File: config.mk
export PLATFORM = sky130hd
export DESIGN_NAME = traffic_light_controller
export DESIGN_NICKNAME = d
export VERILOG_FILES = /design/src/rtl/traffic_light_controller.sv
export SDC_FILE = /design/constraint.sdc
export NUM_CORES = 1
export LEC_CHECK = 0
export CAP_MARGIN = 0
export CORE_ASPECT_RATIO = 1.25
export CORE_MARGIN = 8
export CORE_UTILIZATION = 40
export CTS_CLUSTER_SIZE = 10
export DETAILED_ROUTE_END_ITERATION = 8
export PLACE_DENSITY = 0.65
export REMOVE_ABC_BUFFERS = 1
export SYNTH_ARGS = -nofsm -noshare
export SYNTH_HDL_FRONTEND = slang
export SYNTH_SLANG_ARGS = --single-unit
File: constraint.sdc
create_clock -name CLK -period 1.9 [get_ports CLK]
set_input_delay 0.19 -clock CLK [delete_from_list [all_inputs] [get_ports CLK]]
set_output_delay 0.19 -clock CLK [all_outputs]
set_load 0.01 [all_outputs]
File: src/rtl/traffic_light_controller.sv
// Two-road traffic light phase sequencer: init -> green/yellow alternation,
// with a blinking-yellow fallback when the roads go idle.
module traffic_light_controller #(
    parameter int INIT_TIME   = 4,
    parameter int GREEN_MIN   = 20,
    parameter int YELLOW_TIME = 5,
    parameter int IDLE_LIMIT  = 100,
    parameter int BACK_LIMIT  = 3,
    parameter int BLINK_HALF  = 8
) (
    input  logic       CLK,
    input  logic       Reset_n,
    input  logic       A_Traffic,
    input  logic       B_Traffic,
    input  logic [6:0] Traffic_gone,
    input  logic [3:0] Traffic_Back,
    output logic [2:0] state,
    output logic [1:0] LightA,
    output logic [1:0] LightB
);

    localparam logic [2:0] S_INIT    = 3'd0;
    localparam logic [2:0] S_A_YEL   = 3'd1;
    localparam logic [2:0] S_B_YEL   = 3'd2;
    localparam logic [2:0] S_A_GREEN = 3'd3;
    localparam logic [2:0] S_B_GREEN = 3'd4;
    localparam logic [2:0] S_BLINK   = 3'd5;

    localparam logic [1:0] L_OFF    = 2'b00;
    localparam logic [1:0] L_GREEN  = 2'b01;
    localparam logic [1:0] L_YELLOW = 2'b10;
    localparam logic [1:0] L_RED    = 2'b11;

    localparam logic [7:0] INIT_LAST   = 8'(INIT_TIME - 1);
    localparam logic [7:0] GREEN_LAST  = 8'(GREEN_MIN - 1);
    localparam logic [7:0] YELLOW_LAST = 8'(YELLOW_TIME - 1);
    localparam logic [7:0] BLINK_LAST  = 8'(BLINK_HALF - 1);
    localparam logic [6:0] IDLE_LIM    = 7'(IDLE_LIMIT);
    localparam logic [3:0] BACK_LIM    = 4'(BACK_LIMIT);

    logic [2:0] state_q, state_d;
    logic [7:0] timer_q, timer_d;
    logic [7:0] blink_cnt_q, blink_cnt_d;
    logic       blink_ph_q, blink_ph_d;

    logic idle_hit, back_hit;
    assign idle_hit = (Traffic_gone >= IDLE_LIM);
    assign back_hit = (Traffic_Back >= BACK_LIM);

    // Idle limit is checked first so it wins over a simultaneous request.
    always_comb begin
        state_d = state_q;
        case (state_q)
            S_INIT: begin
                if (timer_q == INIT_LAST) state_d = S_A_GREEN;
            end
            S_A_GREEN: begin
                if (idle_hit)                                   state_d = S_BLINK;
                else if (timer_q >= GREEN_LAST && B_Traffic)    state_d = S_A_YEL;
            end
            S_A_YEL: begin
                if (timer_q == YELLOW_LAST) state_d = S_B_GREEN;
            end
            S_B_GREEN: begin
                if (idle_hit)                                   state_d = S_BLINK;
                else if (timer_q >= GREEN_LAST && A_Traffic)    state_d = S_B_YEL;
            end
            S_B_YEL: begin
                if (timer_q == YELLOW_LAST) state_d = S_A_GREEN;
            end
            S_BLINK: begin
                if (back_hit) state_d = S_INIT;
            end
            default: state_d = S_INIT;
        endcase
    end

    always_comb begin
        if (state_d != state_q)   timer_d = 8'd0;
        else if (timer_q != 8'hFF) timer_d = timer_q + 8'd1;
        else                       timer_d = timer_q;
    end

    // Blink runs only while in Blink_state; entry starts on the lit half.
    always_comb begin
        blink_ph_d  = blink_ph_q;
        blink_cnt_d = blink_cnt_q;
        if (state_d != S_BLINK) begin
            blink_ph_d  = 1'b0;
            blink_cnt_d = 8'd0;
        end else if (state_q != S_BLINK) begin
            blink_ph_d  = 1'b1;
            blink_cnt_d = 8'd0;
        end else if (blink_cnt_q == BLINK_LAST) begin
            blink_ph_d  = ~blink_ph_q;
            blink_cnt_d = 8'd0;
        end else begin
            blink_cnt_d = blink_cnt_q + 8'd1;
        end
    end

    always_ff @(posedge CLK or negedge Reset_n) begin
        if (!Reset_n) begin
            state_q     <= S_INIT;
            timer_q     <= 8'd0;
            blink_cnt_q <= 8'd0;
            blink_ph_q  <= 1'b0;
        end else begin
            state_q     <= state_d;
            timer_q     <= timer_d;
            blink_cnt_q <= blink_cnt_d;
            blink_ph_q  <= blink_ph_d;
        end
    end

    always_comb begin
        LightA = L_RED;
        LightB = L_RED;
        case (state_q)
            S_A_GREEN: LightA = L_GREEN;
            S_A_YEL:   LightA = L_YELLOW;
            S_B_GREEN: LightB = L_GREEN;
            S_B_YEL:   LightB = L_YELLOW;
            S_BLINK: begin
                LightA = blink_ph_q ? L_YELLOW : L_OFF;
                LightB = blink_ph_q ? L_YELLOW : L_OFF;
            end
            default: ;
        endcase
    end

    assign state = state_q;

endmodule

==> metrics.txt, run 1 <==
largest net degree at the start of global routing=21; number of flip-flops and latches in the synthesized netlist=20; maximum fanout along the worst path=12; final total power=2.05 mW; gate family responsible for the most delay along the worst path=buffers and inverters; Period minus WS final=1870 ps; CTS tree=built; DRC Markers=0; final clock skew=2.52 ps; Post-synth ARST share=100%; fin worst setup slack=34.7 ps; core outline area=3140 um2; aggregate global routing overflow=0; number of nets in the layout=185; Slowest-stage cell, CP=sky130_fd_sc_hd__clkdlybuf4s50_1; fill count=298; sink count of the clock tree=20; GRT Overall Usage=11.8%; post-placement setup slack=-84.6 ps; Total Wirelength=2880 um; CP startpoint kind=flip-flop; area enclosed by the die boundary=5310 um2; Peak Freq=536 MHz; final hold viol count=0; placed instance area=1550 um2; initial cell density of the core=41.1%; global-route wire length before repair=~5000 um; Netlist Area Pre-Place=1290 um2; weighted congestion at the end of routability-driven global placement=0.808; total of max-cap violations=0; number of global-route vias before repair=1108; Skew-Pair Late Insertion Delay=about 260 ps; unrepaired setup endpoints after global routing=true; count of pins on the block boundary=22; mean number of vias per cell=between 5 and 6; ordered list of cells on the worst path=buf_4 > nand2b_1 > o21ai_1 > nand2_1 > clkdlybuf4s50_1; final-layout setup total negative slack=0 ps; row count=23; synthesized netlist cell count=about 140; endpoint type of the worst setup path=output pin; remaining max-slew budget at the tightest pin=between 70% and 80%; clock root buffer=sky130_fd_sc_hd__clkbuf_8; placed wire-length estimate=approximately 2200 um; startpoint of the lowest-slack register-to-register path=timer_q[1]$_DFFE_PN0P_; endpoint required time on the critical path=1710 ps; dominant synthesized flop cell=sky130_fd_sc_hd__dfrtp_1; number of buffers created by CTS=3; crit path kind=flip-flop to output pin; DR pass1 iterations=4; Peak supply drop=0.000890 V; relative area change from synthesis to final layout=27.2%; buffer count from post-CTS setup fixing=0; ratio of cells with drive above 1 in the final layout=15.7%; floorplan die height=slightly below 80 um; number of DRC markers in iteration 0=19; slowest stage delay, CP=between 400 and 500 ps; CP Launch Point=state[1]$_DFF_PN0_; share of the core filled with cells=between 50 and 60%; number of buffers inserted by port buffering=19; Final Slew Violations=0; area of all placed cells without fillers=1640 um2; final worst-path cycle share=a little over nine tenths; final count of negative-setup-slack endpoints=0; EDFF count, synth=0; antenna-violating nets left=0; cell total after placement=199; average wire per standard cell=14.2 um; number of levels in the clock H-tree=1; hold slack final=277 ps; share of the yosys chip area belonging to registers=38.8%; distinct cell type count of the synthesized netlist=45; WP buf/inv=2; measured slew at the worst slew-check pin=between 300 and 400 ps; clock slew seen by the registers of the worst setup and hold paths=70 ps; Synth warnings=0; number of antenna violations at the first check in global routing=0; data arrival time of the critical path=1680 ps; leakage power summed over all cells=0.703 nW; Die Span X=66.8 um; Non-Filler Instances=203; type of the most critical hold path=input pin to asynchronous set/reset pin; outcome=completed; antenna cells=0; maximum buffer depth of the clock tree=2; Power per Cell Area=1250 nW/um2; post-synthesis area per instance=9.08 um2; via count=between 1000 and 1500
[layer usage]
layer	up-vias	GRT usage, %	wire length, um	share of wire [%]
met5	-	0	0	0
met4	0	4.28	27	0.94
met1	527	13.9	1220	42
met2	18	20.1	1540	53
li1	554	-	-	-
met3	6	2.53	103	3.6
[synth_stat cells, types with 2 or more instances]
cell	instances	area, um2
sky130_fd_sc_hd__xor2_1	8	70.1
sky130_fd_sc_hd__clkbuf_8	2	27.5
sky130_fd_sc_hd__o211ai_1	2	15.0
sky130_fd_sc_hd__xnor2_1	3	26.3
sky130_fd_sc_hd__clkbuf_1	5	18.8
sky130_fd_sc_hd__nor2_1	18	67.6
sky130_fd_sc_hd__nand4_1	2	12.5
sky130_fd_sc_hd__ha_1	3	37.5
sky130_fd_sc_hd__a211oi_1	2	15.0
sky130_fd_sc_hd__dfrtp_1	20	500
sky130_fd_sc_hd__o32a_2	2	22.5
sky130_fd_sc_hd__o21ai_0	5	25.0
sky130_fd_sc_hd__or3_1	2	12.5
sky130_fd_sc_hd__a211oi_2	2	25.0
sky130_fd_sc_hd__and2_1	2	12.5
sky130_fd_sc_hd__nor2b_1	2	12.5
sky130_fd_sc_hd__nor3_1	4	20.0
sky130_fd_sc_hd__inv_1	4	15.0
sky130_fd_sc_hd__nand2b_1	4	25.0
sky130_fd_sc_hd__and3_1	3	18.8
sky130_fd_sc_hd__buf_6	2	22.5
sky130_fd_sc_hd__nand3_1	9	45.0
sky130_fd_sc_hd__a21oi_1	5	25.0
sky130_fd_sc_hd__nand2_1	10	37.5
[cells by family after synthesis]
group                    after synthesis  synth area share, %
AND/OR/NAND/NOR                       64                 25.7
flip-flops                            20                 38.8
multiplexers                           1                0.776
AO/OA/AOI/OAI                         30                 17.8
adder cells (fa/ha/maj)                3                 2.91
XOR/XNOR                              11                 7.47
buffers and inverters                 13                 6.50
[where the power goes]
group	switching, mW	internal (mW)	leakage [nW]
clock network	0.141	0.281	0.0357
registers	0.0828	0.510	0.269
logic	0.535	0.501	0.399
total	0.758	1.29	0.703
[cells in the final DEF (no fill, tap or decap), drive strengths merged, types with 2 or more instances in the layout]
cell type      instances
nor2b                  2
o311ai                 2
nand2                 10
xor2                   8
buf                   10
o32a                   2
and2                   2
xnor2                  3
nor2                  18
nand3                 10
clkdlybuf4s50         19
and3                   4
inv                    4
or3                    2
nand4                  2
a211oi                 4
nor3                   4
ha                     3
nand2b                 4
o21ai                  5
dfrtp                 20
a21oi                  5
o211ai                 2
clkbuf                 3
[final timing paths]
kind                                            end  slack (ps)  cells past startpoint
setup / recovery                          LightA[1]          30                      5
hold / removal                   state[0]$_DFF_PN0_         280                      2
setup reg to reg             timer_q[6]$_DFFE_PN0P_         110                      6
hold reg to reg            blink_cnt_q[0]$_DFF_PN0_         450                      1
max in group asynchronous    timer_q[6]$_DFFE_PN0P_        1390                      2
min in group CLK           blink_cnt_q[0]$_DFF_PN0_         450                      1
[layout make-up]
class / count / area, um2 / share of cell area (%)
repair buffers: 29 / 278 / 16.9
inverters: 4 / 15.0 / 0.915
flip-flops and latches: 20 / 502 / 30.6
multi-input cells: 109 / 728 / 44.4
clock buffers: 3 / 41.3 / 2.52
well taps: 37 / 46.3 / 2.82
clock inverters: 1 / 30.0 / 1.83
[timing repair]
| action | CTS | global route |
|---|---|---|
| hold buffers | 0 | 0 |
| pin swaps | 1 | 2 |
| resized for setup | 2 | 5 |
| endpoints found under the setup margin | 2 | 11 |
[state kept, by name, summed over array words and instances, names as in the netlist]
register	count
blink_cnt_q	8
blink_ph_q	1
state	3
timer_q	8
Note: power is estimated with default switching activity, not from simulation.
==> run 2: changes to the inputs <==
--- a/config.mk
+++ b/config.mk
@@ -8,10 +8,9 @@
 export CAP_MARGIN = 0
 export CORE_ASPECT_RATIO = 1.25
 export CORE_MARGIN = 8
-export CORE_UTILIZATION = 40
+export CORE_UTILIZATION = 35
 export CTS_CLUSTER_SIZE = 10
 export DETAILED_ROUTE_END_ITERATION = 8
-export PLACE_DENSITY = 0.65
 export REMOVE_ABC_BUFFERS = 1
 export SYNTH_ARGS = -nofsm -noshare
 export SYNTH_HDL_FRONTEND = slang
==> metrics.txt, run 2 (synthesis results as in run 1) <==
measured slew at the worst slew-check pin=334 ps (was 375 ps); capture point of the worst reg-to-reg path=timer_q[6]$_DFFE_PN0P_ (unchanged); remaining max-slew budget at the tightest pin=77.4% (was 74.6%); floorplan die height=83.9 um (was 79.5 um); post-placement setup slack=-47.7 ps (was -84.6 ps); global-route wire length before repair=5190 um (was 5010 um); commonest cells after routing, fill and taps aside=sky130_fd_sc_hd__dfrtp_1 (19), sky130_fd_sc_hd__nor2_1 (18), sky130_fd_sc_hd__clkdlybuf4s50_1 (17), sky130_fd_sc_hd__buf_4 (16), sky130_fd_sc_hd__nand2_1 (10) (was sky130_fd_sc_hd__dfrtp_1 (19), sky130_fd_sc_hd__clkdlybuf4s50_1 (19), sky130_fd_sc_hd__nor2_1 (18), sky130_fd_sc_hd__nand2_1 (10)); internal power=1.29 mW (about the same); share of total power in combinational logic=49.8% (was 50.5%); core outline area=3510 um2 (was 3140 um2); mean number of vias per cell=5.59 (was 5.44); number of buffers inserted by port buffering=19 (unchanged); placed instance area=1570 um2 (was 1550 um2); number of levels in the clock H-tree=1 (unchanged); placed wire-length estimate=2410 um (was 2180 um); unrepaired setup endpoints after global routing=true (unchanged); clock slew seen by the registers of the worst setup and hold paths=80 ps (was 70 ps); startpoint of the lowest-slack register-to-register path=timer_q[1]$_DFFE_PN0P_ (unchanged); clock root buffer=sky130_fd_sc_hd__clkbuf_8 (unchanged); final clock skew=2.65 ps (was 2.52 ps); crit path kind=flip-flop to flip-flop (was flip-flop to output pin); share of the core filled with cells=48.4% (was 52.3%); sink count of the clock tree=20 (unchanged); area enclosed by the die boundary=5900 um2 (was 5310 um2); number of buffers created by CTS=3 (unchanged); GRT Overall Usage=10.6% (was 11.8%); DRC Markers=0 (unchanged); number of nets in the layout=191 (was 185); total of max-cap violations=0 (unchanged); clock network fraction of total power=21.1% (was 20.6%); data arrival time of the critical path=2010 ps (was 1680 ps); endpoint type of the worst setup path=flip-flop (was output pin); largest net degree at the start of global routing=21 (unchanged); number of antenna violations at the first check in global routing=0 (unchanged); final count of negative-setup-slack endpoints=0 (unchanged); final-layout setup total negative slack=0 ps (unchanged); area of all placed cells without fillers=1700 um2 (was 1640 um2); fin worst setup slack=70.2 ps (was 34.7 ps); Non-Filler Instances=211 (was 203); Register-to-Register Setup Slack=70 ps (was 110 ps); most common library cell in the layout ignoring fill and taps=sky130_fd_sc_hd__dfrtp_1; number of DRC markers in iteration 0=29 (was 19); Reg2Reg Depth=6 (unchanged); type of the most critical hold path=input pin to asynchronous set/reset pin (unchanged); Skew-Pair Late Insertion Delay=270 ps (was 260 ps); via count=1180 (was 1105); antenna-violating nets left=0 (unchanged); final hold viol count=0 (unchanged); hold slack final=252 ps (was 277 ps); maximum fanout along the worst path=8 (was 12); weighted congestion at the end of routability-driven global placement=0.856 (was 0.808); final worst-path cycle share=96.3% (was 98.2%); final total power=2.08 mW (was 2.05 mW); maximum buffer depth of the clock tree=2 (unchanged); endpoint required time on the critical path=2080 ps (was 1710 ps); number of global-route vias before repair=1171 (was 1108); DR pass1 iterations=4 (unchanged); Power per Cell Area=1230 nW/um2 (was 1250 nW/um2); Peak supply drop=0.000778 V (was 0.000890 V); Peak Freq=547 MHz (was 536 MHz); aggregate global routing overflow=0 (unchanged); relative area change from synthesis to final layout=31.7% (was 27.2%); cell total after placement=205 (was 199); average wire per standard cell=14.8 um (was 14.2 um); Final Slew Violations=0 (unchanged); switching component of the power=0.795 mW (was 0.758 mW); leakage power summed over all cells=0.730 nW (was 0.703 nW); Period minus WS final=1830 ps (was 1870 ps); CP startpoint kind=flip-flop (unchanged); outcome=completed (unchanged); Sequential Power Share=29.1% (was 28.9%); Die Span X=70.3 um (was 66.8 um); CTS tree=built (unchanged); antenna cells=0 (unchanged); initial cell density of the core=36.7% (was 41.1%); row count=24 (was 23); Total Wirelength=3130 um (was 2880 um); ratio of cells with drive above 1 in the final layout=20.3% (was 15.7%); count of pins on the block boundary=22 (unchanged); share of total power consumed by net switching=38.1% (was 37.0%)
[run 2: layout make-up]
type,count,area [um2]
Fill cell,342,1810
Timing Repair Buffer,35,308
Clock buffer,3,41.3
Multi-Input combinational cell,109,754
Inverter,4,15.0
Clock inverter,1,30.0
Sequential cell,20,502
Tap cell,39,48.8
[run 2: power by group through the flow]
stage | combinational [mW] | sequential [mW] | clock, mW
after floorplan | 0.485 | 0.666 | 0
after global placement | 0.979 | 0.593 | 0
after detailed placement | 1.00 | 0.600 | 0
after CTS | 0.987 | 0.591 | 0.444
after global routing | 1.14 | 0.618 | 0.459
final | 1.04 | 0.606 | 0.440
[run 2: worst max path at each step]
stage,from,to,slack [ps]
3_3_place_gp,Traffic_gone[3],timer_q[6]$_DFFE_PN0P_,-20
5_1_grt,timer_q[1]$_DFFE_PN0P_,timer_q[6]$_DFFE_PN0P_,2
4_1_cts,timer_q[6]$_DFFE_PN0P_,timer_q[6]$_DFFE_PN0P_,9
2_1_floorplan,state[0]$_DFF_PN0_,timer_q[0]$_DFFE_PN0P_,150
3_5_place_dp,Traffic_gone[3],timer_q[6]$_DFFE_PN0P_,-50
6_report,timer_q[1]$_DFFE_PN0P_,timer_q[6]$_DFFE_PN0P_,70
[run 2: repair_timing]
| item | 4_1_cts | 5_1_grt |
|---|---|---|
| gates resized for setup | 2 | 9 |
| pin swaps | 0 | 4 |
| hold buffers | 0 | 0 |
| endpoints found under the setup margin | 2 | 10 |
| buffers inserted | 0 | 2 |
[run 2: critical path, cell delays in order (launching register included)]
cell                       delay, ps
sky130_fd_sc_hd__dfrtp_1         420
sky130_fd_sc_hd__ha_4            200
sky130_fd_sc_hd__o31a_1          270
sky130_fd_sc_hd__o2111a_1        250
sky130_fd_sc_hd__a211oi_2        160
sky130_fd_sc_hd__nand3_2         210
sky130_fd_sc_hd__a211oi_2        240
[run 2: metal layers]
metal / wire length [um] / up-vias / global-route usage, %
met1: 1260 / 575 / 11.6
li1: - / 568 / -
met3: 69 / 13 / 2.02
met5: 0 / - / 0
met4: 89 / 0 / 5.31
met2: 1700 / 24 / 18.6
